<file path="src/rtl/dual_port_memory_module.sv">
// True dual-port synchronous RAM with per-byte write enables.
// The read-during-write mode and the optional output register are set by parameters.
// Storage is split into one array per byte lane, so byte-enable writes map onto plain RAM.
// Both ports read the old word when they hit the same address in one cycle.
// When both ports write the same lane of the same word, port A's data is stored.
module dual_port_memory_module #(
  parameter int width      = 32,
  parameter int depth      = 8,
  parameter int byte_width = 8,
  parameter int write_mode = 0,
  parameter int out_reg    = 0
) (
  input  logic                          clk,
  input  logic                          rst_n,
  input  logic                          a_en,
  input  logic [width/byte_width-1:0]   a_we,
  input  logic [$clog2(depth)-1:0]      a_addr,
  input  logic [width-1:0]              a_din,
  output logic [width-1:0]              a_dout,
  output logic                          a_valid,
  input  logic                          b_en,
  input  logic [width/byte_width-1:0]   b_we,
  input  logic [$clog2(depth)-1:0]      b_addr,
  input  logic [width-1:0]              b_din,
  output logic [width-1:0]              b_dout,
  output logic                          b_valid,
  output logic                          collision
);

  localparam int nbytes          = width / byte_width;
  localparam int aw              = $clog2(depth);
  localparam int mode_write_first = 1;
  localparam int mode_no_change   = 2;

  logic a_addr_ok, b_addr_ok;
  logic a_wr_any, b_wr_any;
  logic a_wr_ok, b_wr_ok;
  logic a_hold, b_hold;
  logic same_addr;

  logic [width-1:0] a_q_word, b_q_word;
  logic             a_v_reg, b_v_reg, col_reg;

  // Out-of-range addresses only exist when depth is not a power of two
  generate
    if ((1 << aw) == depth) begin : g_pow2
      assign a_addr_ok = 1'b1;
      assign b_addr_ok = 1'b1;
    end else begin : g_npow2
      assign a_addr_ok = (32'(a_addr) < 32'(depth));
      assign b_addr_ok = (32'(b_addr) < 32'(depth));
    end
  endgenerate

  assign a_wr_any  = |a_we;
  assign b_wr_any  = |b_we;
  // Reset blocks all accesses; out-of-range writes are dropped
  assign a_wr_ok   = rst_n & a_en & a_addr_ok;
  assign b_wr_ok   = rst_n & b_en & b_addr_ok;
  // Under NO_CHANGE a write access leaves the read register untouched
  assign a_hold    = (write_mode == mode_no_change) && a_wr_any;
  assign b_hold    = (write_mode == mode_no_change) && b_wr_any;
  assign same_addr = (a_addr == b_addr);

  generate
    for (genvar gi = 0; gi < nbytes; gi++) begin : g_lane
      logic [byte_width-1:0] mem [depth];
      logic [byte_width-1:0] a_din_lane, b_din_lane;
      logic [byte_width-1:0] a_q_lane_reg, b_q_lane_reg;
      logic                  a_lane_we, b_lane_we;

      assign a_din_lane = a_din[gi*byte_width +: byte_width];
      assign b_din_lane = b_din[gi*byte_width +: byte_width];
      assign a_lane_we  = a_wr_ok & a_we[gi];
      // Port B yields this lane when port A writes it at the same word
      assign b_lane_we  = b_wr_ok & b_we[gi] & ~(a_lane_we & same_addr);

      // Lane storage write from both ports
      always_ff @(posedge clk) begin
        if (a_lane_we) mem[a_addr] <= a_din_lane;
        if (b_lane_we) mem[b_addr] <= b_din_lane;
      end

      // Port A lane read register: read-first by default, own data on write-first
      always_ff @(posedge clk) begin
        if (!rst_n) begin
          a_q_lane_reg <= '0;
        end else if (a_en && !a_hold) begin
          if (!a_addr_ok)
            a_q_lane_reg <= '0;
          else if (write_mode == mode_write_first && a_we[gi])
            a_q_lane_reg <= a_din_lane;
          else
            a_q_lane_reg <= mem[a_addr];
        end
      end

      // Port B lane read register, same rules as port A
      always_ff @(posedge clk) begin
        if (!rst_n) begin
          b_q_lane_reg <= '0;
        end else if (b_en && !b_hold) begin
          if (!b_addr_ok)
            b_q_lane_reg <= '0;
          else if (write_mode == mode_write_first && b_we[gi])
            b_q_lane_reg <= b_din_lane;
          else
            b_q_lane_reg <= mem[b_addr];
        end
      end

      assign a_q_word[gi*byte_width +: byte_width] = a_q_lane_reg;
      assign b_q_word[gi*byte_width +: byte_width] = b_q_lane_reg;
    end
  endgenerate

  // First-stage valid and collision flags, aligned with the read registers
  always_ff @(posedge clk) begin
    if (!rst_n) begin
      a_v_reg <= 1'b0;
      b_v_reg <= 1'b0;
      col_reg <= 1'b0;
    end else begin
      a_v_reg <= a_en & ~a_hold;
      b_v_reg <= b_en & ~b_hold;
      col_reg <= a_en & b_en & same_addr & (a_wr_any | b_wr_any);
    end
  end

  generate
    if (out_reg != 0) begin : g_out_reg
      logic [width-1:0] a_dout_reg, b_dout_reg;
      logic             a_valid_reg, b_valid_reg, col_out_reg;

      // Free-running second stage; cleared by reset so in-flight reads are dropped
      always_ff @(posedge clk) begin
        if (!rst_n) begin
          a_dout_reg  <= '0;
          b_dout_reg  <= '0;
          a_valid_reg <= 1'b0;
          b_valid_reg <= 1'b0;
          col_out_reg <= 1'b0;
        end else begin
          a_dout_reg  <= a_q_word;
          b_dout_reg  <= b_q_word;
          a_valid_reg <= a_v_reg;
          b_valid_reg <= b_v_reg;
          col_out_reg <= col_reg;
        end
      end

      assign a_dout    = a_dout_reg;
      assign b_dout    = b_dout_reg;
      assign a_valid   = a_valid_reg;
      assign b_valid   = b_valid_reg;
      assign collision = col_out_reg;
    end else begin : g_no_out_reg
      assign a_dout    = a_q_word;
      assign b_dout    = b_q_word;
      assign a_valid   = a_v_reg;
      assign b_valid   = b_v_reg;
      assign collision = col_reg;
    end
  endgenerate

endmodule

</file>
<file path="config.mk">
export PLATFORM = sky130hd
export DESIGN_NAME = dual_port_memory_module
export DESIGN_NICKNAME = d
export VERILOG_FILES = /design/src/rtl/dual_port_memory_module.sv
export SDC_FILE = /design/constraint.sdc
export NUM_CORES = 1
export LEC_CHECK = 0
export CAP_MARGIN = 20
export CORE_AREA = 3 3 183 257
export CTS_CLUSTER_DIAMETER = 40
export DETAILED_ROUTE_END_ITERATION = 8
export DIE_AREA = 0 0 186 260
export DONT_BUFFER_PORTS = 1
export PLACE_DENSITY = 0.63
export SYNTH_ARGS = -nofsm -noshare
export SYNTH_HDL_FRONTEND = slang
export SYNTH_SLANG_ARGS = --single-unit
export TNS_END_PERCENT = 1
</file>
<file path="constraint.sdc">
create_clock -name clk -period 9 [get_ports clk]
set_input_delay 2.25 -clock clk [delete_from_list [all_inputs] [get_ports clk]]
set_output_delay 2.25 -clock clk [all_outputs]
set_load 0.01 [all_outputs]
</file>
### Yosys cells after proc, flatten, opt, wreduce, memory -nomap -nowiden

Memories as Yosys holds them, arrays and structs flattened. A register that Yosys moved wholly into a read port is not among the register bits.
Index checks and enable logic that the tools add are counted.

| storage, ports and cells | value |
|---|---|
| register bits | 3 |
| word-level logic and storage cells | 60 |
| output and inout port bits | 67 |
| memories | 4 |
| memory bits (writable) | 256 |
| bits of input ports | 82 |

| operators by class | value |
|---|---|
| equality and inequality tests | 1 |
| reduce and logical (&&, ||, !) cells | 10 |
| muxes and demuxes | 16 |
| bitwise gates (word level) | 26 |

Memory list:

| name | depth | bits a word | read ports | clocked after Yosys merged registers in | write ports | RTL line | source |
|---|---|---|---|---|---|---|---|
| g_lane[0].mem | 8 | 8 | 2 | 2 | 2 | 67 | `logic [byte_width-1:0] mem [depth];` |
| g_lane[1].mem | 8 | 8 | 2 | 2 | 2 | 67 |  |
| g_lane[2].mem | 8 | 8 | 2 | 2 | 2 | 67 |  |
| g_lane[3].mem | 8 | 8 | 2 | 2 | 2 | 67 |  |

Operators with widths:

| cell | number |
|---|---|
| 1-bit AND | 21 |
| 1-bit two-way mux | 16 |
| 1-bit logical NOT | 8 |
| 4-bit OR reduction | 2 |
| 1-bit NOT | 4 |
| 3-bit equality test | 1 |
| 1-bit OR | 1 |

### Depth between registers and ports, before layout

Gate-level depths: netlist (run 1).

| depth | value |
|---|---|
| depth in word-level cells | 7 |
| gate-level depth with buffers | 8 |
| mapped depth without buffers | 4 |

### Worst setup path before layout (run 1)

Ideal clock, no wire load.

| timing | value |
|---|---|
| kind | input port to flip-flop |
| start | input a_addr[2] |
| end | memory g_lane[0].mem[4][0], enable pin |
| library setup time | 0.384 ns |
| setup slack | 4.608 ns |
| required time | 8.616 ns |
| cell stages on the path | 6 |
| arrival | 4.008 ns |
| buffers on the path | 4 |
| cells stage by stage | buf_2 > buf_2 > buf_1 > clkbuf_1 > nand2_1 > o21ai_0 |

RTL lines:

| element | RTL line | source |
|---|---|---|
| from (decl) | 17 | `input logic [$clog2(depth)-1:0] a_addr,` |
| to (decl) | 67 |  |

==> flow_metrics.env, run 1 <==
export IMPL_final_common_cell="mux2_2"
export IMPL_setup_viol_count_final=0
export IMPL_cts_htree_levels=2
export IMPL_drc=0
export IMPL_r2r_start="g_lane[0].mem[7][6]$_DFFE_PP_"
export IMPL_wl_um=63300
export IMPL_ant_nets=0
export IMPL_crit_slowest_cell="and2_1"
export IMPL_max_freq_mhz=223
export IMPL_reg2reg_to="g_lane[0].b_q_lane_reg[6]$_SDFFE_PN0P_"
export IMPL_outcome="finished clean"
export IMPL_async_flop_share_pct=0
export IMPL_rsz0062_at_grt="no"
export IMPL_grt_max_degree=103
export IMPL_fillers=4091
export IMPL_period_share_pct=49.8
export IMPL_wl_per_cell_um=32.3
export IMPL_hp_start="g_lane[3].b_q_lane_reg[4]$_SDFFE_PN0P_"
export IMPL_numCtsBuffers=40
export IMPL_rows=92
export IMPL_cp_required_ns=9.24
export IMPL_syn2layout_area_growth_pct=9.80
export IMPL_cts_root_buf="clkbuf_16"
export IMPL_drt_iter0_drc=1426
export IMPL_endpoint_kind="flip-flop"
export IMPL_power_total_uw=3610
export IMPL_via_per_inst=6.65
export IMPL_overflow=0
export IMPL_clock_latency_ns=0.54
export IMPL_maxSlewViolCount=0
export IMPL_seq_area_um2=9030
export IMPL_crit_path_cell_trace="nor2_1, buf_6, and2_1, nand3_2, o21ai_0, clkbuf_2"
export IMPL_whs_endpoint="g_lane[3].b_q_lane_reg[4]$_SDFFE_PN0P_"
export IMPL_dp_hpwl_um=41000
export IMPL_slowest_delay_ns=0.57
export IMPL_cts_setup_buffers=0
export IMPL_core_um2=44900
export IMPL_dp_cells=1881
export IMPL_final_cell_mix="mux2_2 (305), edfxtp_1 (256), o21ai_0 (102)"
export IMPL_antenna_found_initial=1
export IMPL_utilization_pct=43.7
export IMPL_yosys_cell_types_count=57
export IMPL_cts_hold_buf=0
export IMPL_hold_viol_final=0
export IMPL_ys_flop_type="edfxtp_1"
export IMPL_worst_slew_pin_transition_ns=1.27
export IMPL_ys_ff_latch=323
export IMPL_cts_tree="done"
export IMPL_cts_max_path_buffers=3
export IMPL_fin_nets=1446
export IMPL_syn_num_nets=1480
export IMPL_die_w_um=186
export IMPL_max_cap_violations=0
export IMPL_crit_type="primary input to flip-flop"
export IMPL_p_leak_uw=0.00669
export IMPL_die_y_um=260
export IMPL_holdPathStages=1
export IMPL_min_path_type="flip-flop to flip-flop"
export IMPL_post_route_min_period_ns=4.48
export IMPL_cp_arrival_ns=4.73
export IMPL_gp_congestion=0.870
export IMPL_dieArea_um2=48400
export IMPL_finalNonFillerCells=1959
export IMPL_largest_reg_flops=256
export IMPL_yosys_warnings=0
export IMPL_grt_use_total_pct=25.6
export IMPL_clock_sinks=323
export IMPL_worst_hold_slack_ns=0.554
export IMPL_path_clk_slew_ns=0.06
export IMPL_power_density_nw_per_um2=184
export IMPL_cts_resized=0
export IMPL_initial_core_util_pct=39.8
export IMPL_cp_max_fo=69
export IMPL_tns_ns=0
export IMPL_syn_area_per_cell_um2=12.8
export IMPL_max_vdd_ir_drop_uv=116
export IMPL_r2r_cells=4
export IMPL_synth_cells=1398
export IMPL_skew_ns=0.0117
export IMPL_seq_area_frac_synth_pct=50.5
export IMPL_maxSlewHeadroom_pct=15.1
export IMPL_critPathLaunchType="primary input"
export IMPL_via_count=13000
export IMPL_multi_input_area_um2=8340
export IMPL_synth_edf_count=256
export IMPL_r2r_slack_ns=7.40
export IMPL_dr_pass1_iters=6
export IMPL_synth_area_um2=17900
export IMPL_drive_gt1_share_pct=34.4
export IMPL_grt_pass1_vias=13000
export IMPL_io_pins=149
export IMPL_io_buffers=0
export IMPL_grt_pass1_wl_um=90500
[power by group]
| part | switching [uW] | total [uW] | internal (uW) |
|---|---|---|---|
| clock network | 671 | 1610 | 939 |
| logic | 148 | 296 | 147 |
| registers | 45.4 | 1710 | 1660 |
[kinds of logic (layout without fill, tap and decap cells)]
| group | after synthesis | after routing | synth area share, % |
|---|---|---|---|
| DFF | 323 | 323 | 50.5 |
| buffers and inverters | 110 | 106 | 2.85 |
| other | 0 | 1 | 0 |
| AOI/OAI and AO/OA | 368 | 368 | 14.1 |
| muxes | 412 | 412 | 26.2 |
| and+or+nand+nor | 182 | 182 | 6.20 |
| xor gates and xnor gates | 3 | 3 | 0.147 |
[synth_stat cells (7+ instances only)]
library cell  instances  share of area [%]
mux2_2              305                 19
edfxtp_1            256                 43
o21ai_0             122                3.4
mux2i_1              74                4.1
dfxtp_1              67                7.5
clkbuf_1             55                1.2
a221oi_1             47                2.3
a21oi_1              43                1.2
nand2_1              37               0.78
a31oi_1              32                1.1
mux2_4               32                2.7
nor2_1               30               0.63
buf_2                26               0.73
a22o_1               21                1.0
nand3_2              21                1.2
nand3_1              16               0.45
o2bb2ai_1            16               0.78
a22oi_1              15               0.63
buf_1                15               0.32
a222oi_1             13               0.73
a21o_1               11               0.46
and3_1               11               0.39
nor2b_1              11               0.39
a221o_1              10               0.56
nand3b_1             10               0.42
and2_1                9               0.32
buf_6                 8               0.50
nand4_2               8               0.56
nand2b_1              7               0.25
[worst max-delay path, delay by kind of cell]
kind            cells  cell delay, ns
compound gates      1            0.42
buf+inv             2            0.53
simple gates        3            1.48
[metal layers]
metal,vias to the layer above,part of all wire [%],routed length [um],GRT usage [%]
met2,767,49,30700,42.6
met1,6507,36,22700,30.3
met4,0,6.2,3910,14.3
li1,5544,-,-,-
met5,-,0,0,0
met3,218,9.5,6010,6.03
[stage by stage]
stage	cell area, um2	setup slack [ns]
floorplan	17900	4.61
global placement	18200	3.84
detailed placement	18300	3.78
CTS	19600	4.34
global route	19600	4.47
finish	19600	4.52
[area by class of cell]
cell class                 instances  area share [%]
multi-input combinational        965            42.5
antenna                            1          0.0128
tap                              564            3.60
sequential                       323            46.0
inverter                           5          0.0956
timing repair buffer              29            1.14
clock buffer                      47            5.39
clock inverter                    25            1.24
[how the worst max path moves through the flow]
stage	startpoint	end	slack (ns)	cells after the start
6_report	b_addr[1]	g_lane[2].mem[4][2]$_DFFE_PP_	4.52	6
5_1_grt	b_addr[0]	g_lane[0].mem[1][0]$_DFFE_PP_	4.47	4
4_1_cts	b_addr[0]	g_lane[2].mem[4][2]$_DFFE_PP_	4.34	4
3_5_place_dp	b_addr[0]	g_lane[1].mem[4][1]$_DFFE_PP_	3.78	4
3_3_place_gp	b_addr[0]	g_lane[0].mem[4][5]$_DFFE_PP_	3.84	4
2_1_floorplan	a_addr[2]	g_lane[0].mem[4][0]$_DFFE_PP_	4.61	6
(Power assumes the default switching activity.)
==> run 2, diff against run 1 <==
PLACE_DENSITY = 0.65   (was 0.63)
clock period = 4 ns   (was 9 ns; I/O delays follow)
==> run 2 against run 1 <==
  * Die area is the same
  * Utilization grew 0.28 points
  * Hold slack gained 0.0037 ns
  * Sequential power grew 130%
  * Non-clock buffer count grew 29
  * Power grew 120%
  * Count of clock-buffer cells in the layout shrank 3
  * Via count grew 1.6%
  * First-iteration DRC count shrank 11%
  * Flip-flop and latch count is the same
  * Wire length shrank 0.93%
  * Final cell count grew 1.1%
  * Largest cell class unchanged
  * Largest power group unchanged
==> flow_metrics.env, run 2 (synthesized netlist as in run 1, its figures left out) <==
export IMPL_p_leak_uw=0.00681
export IMPL_die_w_um=186
export IMPL_critPathLaunch="rst_n"
export IMPL_rows=92
export IMPL_power_density_nw_per_um2=403
export IMPL_cp_arrival_ns=2.88
export IMPL_crit_type="primary input to flip-flop"
export IMPL_cts_htree_levels=2
export IMPL_outcome="finished clean"
export IMPL_multi_input_area_um2=8330
export IMPL_place_ws_ns=0.821
export IMPL_numCtsBuffers=37
export IMPL_clock_latency_ns=0.52
export IMPL_dr_pass1_iters=6
export IMPL_largest_reg_flops=256
export IMPL_use_met2_pct=41.7
export IMPL_cp_required_ns=4.19
export IMPL_dieArea_um2=48400
export IMPL_met3_usage_pct=6.72
export IMPL_endpoint_kind="flip-flop"
export IMPL_syn2layout_area_growth_pct=10.5
export IMPL_fin_nets=1472
export IMPL_r2r_slack_ns=2.44
export IMPL_final_common_cell="mux2_2"
export IMPL_crit_end="g_lane[2].mem[1][6]$_DFFE_PP_"
export IMPL_via_per_inst=6.68
export IMPL_io_pins=149
export IMPL_drc=0
export IMPL_clock_sinks=323
export IMPL_cp_max_fo=74
export IMPL_rsz0062_at_grt="no"
export IMPL_initial_core_util_pct=39.8
export IMPL_utilization_pct=44.0
export IMPL_grt_use_total_pct=25.3
export IMPL_grt_max_degree=103
export IMPL_max_freq_mhz=371
export IMPL_reg2reg_to="g_lane[1].b_q_lane_reg[6]$_SDFFE_PN0P_"
export IMPL_dp_hpwl_um=41600
export IMPL_ant_nets=0
export IMPL_dp_cells=1915
export IMPL_final_area_um2=19700
export IMPL_post_route_min_period_ns=2.70
export IMPL_io_buffers=0
export IMPL_r2r_start="g_lane[1].mem[5][6]$_DFFE_PP_"
export IMPL_maxSlewHeadroom_pct=29.7
export IMPL_grt_pass1_vias=13200
export IMPL_cts_hold_buf=0
export IMPL_seq_area_um2=9030
export IMPL_gp_congestion=0.907
export IMPL_overflow=0
export IMPL_cts_tree="done"
export IMPL_drt_iter0_drc=1265
export IMPL_skew_ns=0.0141
export IMPL_core_um2=44900
export IMPL_final_cell_mix="mux2_2 (305), edfxtp_1 (256), o21ai_0 (121)"
export IMPL_hold_viol_final=0
export IMPL_grt_pass1_wl_um=90500
export IMPL_worst_slack_ns=1.30
export IMPL_place_area_um2=18500
export IMPL_max_vdd_ir_drop_uv=256
export IMPL_wl_um=62700
export IMPL_fillers=4061
export IMPL_cts_max_path_buffers=3
export IMPL_critPathLaunchType="primary input"
export IMPL_antenna_found_initial=0
export IMPL_via_count=13200
export IMPL_drive_gt1_share_pct=35.6
export IMPL_worst_slew_pin_transition_ns=1.05
export IMPL_cts_root_buf="clkbuf_16"
export IMPL_setup_viol_count_final=0
export IMPL_period_share_pct=67.4
export IMPL_die_y_um=260
export IMPL_min_path_type="flip-flop to flip-flop"
export IMPL_grt_busiest_layer="met2"
export IMPL_maxSlewViolCount=0
export IMPL_finalNonFillerCells=1981
export IMPL_cts_setup_buffers=0
export IMPL_cts_resized=0
export IMPL_wl_per_cell_um=31.7
export IMPL_r2r_cells=4
export IMPL_max_cap_violations=0
export IMPL_path_clk_slew_ns=0.06
export IMPL_tns_ns=0
export IMPL_grt_util_met1_pct=29.5
run 2: cell types whose count changed in the layout (fill, tap and decap cells not counted), sizes merged:
cell,previous run,this run
clkinv,15,10
inv,7,10
bufinv,3,2
buf,28,58
clkbuf,48,44
clkinvlp,5,4
run 2: layout make-up:
type | count | area share [%]
antenna | 1 | 0.0127
tap | 564 | 3.57
timing repair buffer | 58 | 2.19
clock inverter | 21 | 1.14
inverter | 5 | 0.0950
multi-input combinational | 965 | 42.2
sequential | 323 | 45.7
clock buffer | 44 | 5.07
run 2: worst min path at each step:
stage / start / endpoint / slack, ns / depth (start not counted)
floorplan: g_lane[1].a_q_lane_reg[5]$_SDFFE_PN0P_ / g_lane[1].a_q_lane_reg[5]$_SDFFE_PN0P_ / 0.52 / 1
global placement: g_lane[2].b_q_lane_reg[7]$_SDFFE_PN0P_ / g_lane[2].b_q_lane_reg[7]$_SDFFE_PN0P_ / 0.54 / 1
detailed placement: g_lane[2].b_q_lane_reg[7]$_SDFFE_PN0P_ / g_lane[2].b_q_lane_reg[7]$_SDFFE_PN0P_ / 0.54 / 1
CTS: g_lane[2].b_q_lane_reg[7]$_SDFFE_PN0P_ / g_lane[2].b_q_lane_reg[7]$_SDFFE_PN0P_ / 0.56 / 1
global route: b_en / g_lane[1].b_q_lane_reg[6]$_SDFFE_PN0P_ / 0.56 / 1
finish: g_lane[2].b_q_lane_reg[7]$_SDFFE_PN0P_ / g_lane[2].b_q_lane_reg[7]$_SDFFE_PN0P_ / 0.56 / 1
run 2: power breakdown:
part / leakage, uW / internal, uW / switching [uW]
sequential: 0.00287 / 3740 / 107
clock: 0.000593 / 1960 / 1480
combinational: 0.00335 / 340 / 328
total: 0.00681 / 6050 / 1910
run 2: stage by stage:
step                hold WS [ns]  total power, uW
floorplan                  0.519             4450
global placement           0.545             4560
detailed placement         0.545             4580
CTS                        0.560             7980
global route               0.564             8160
finish                     0.558             7960
run 2: per-layer routing:
layer	routed length, um	share of wire, %	vias to the layer above
met4	4250	6.8	0
met3	6190	9.9	211
li1	-	-	5584
met2	30100	48	802
met1	22200	35	6644
met5	0	0	-
run 2: critical path, cell delays in order:
cell	delay [ns]
nand3_1	0.29
or4_1	0.73
and3_1	0.26
buf_4	0.19
o21bai_1	0.38
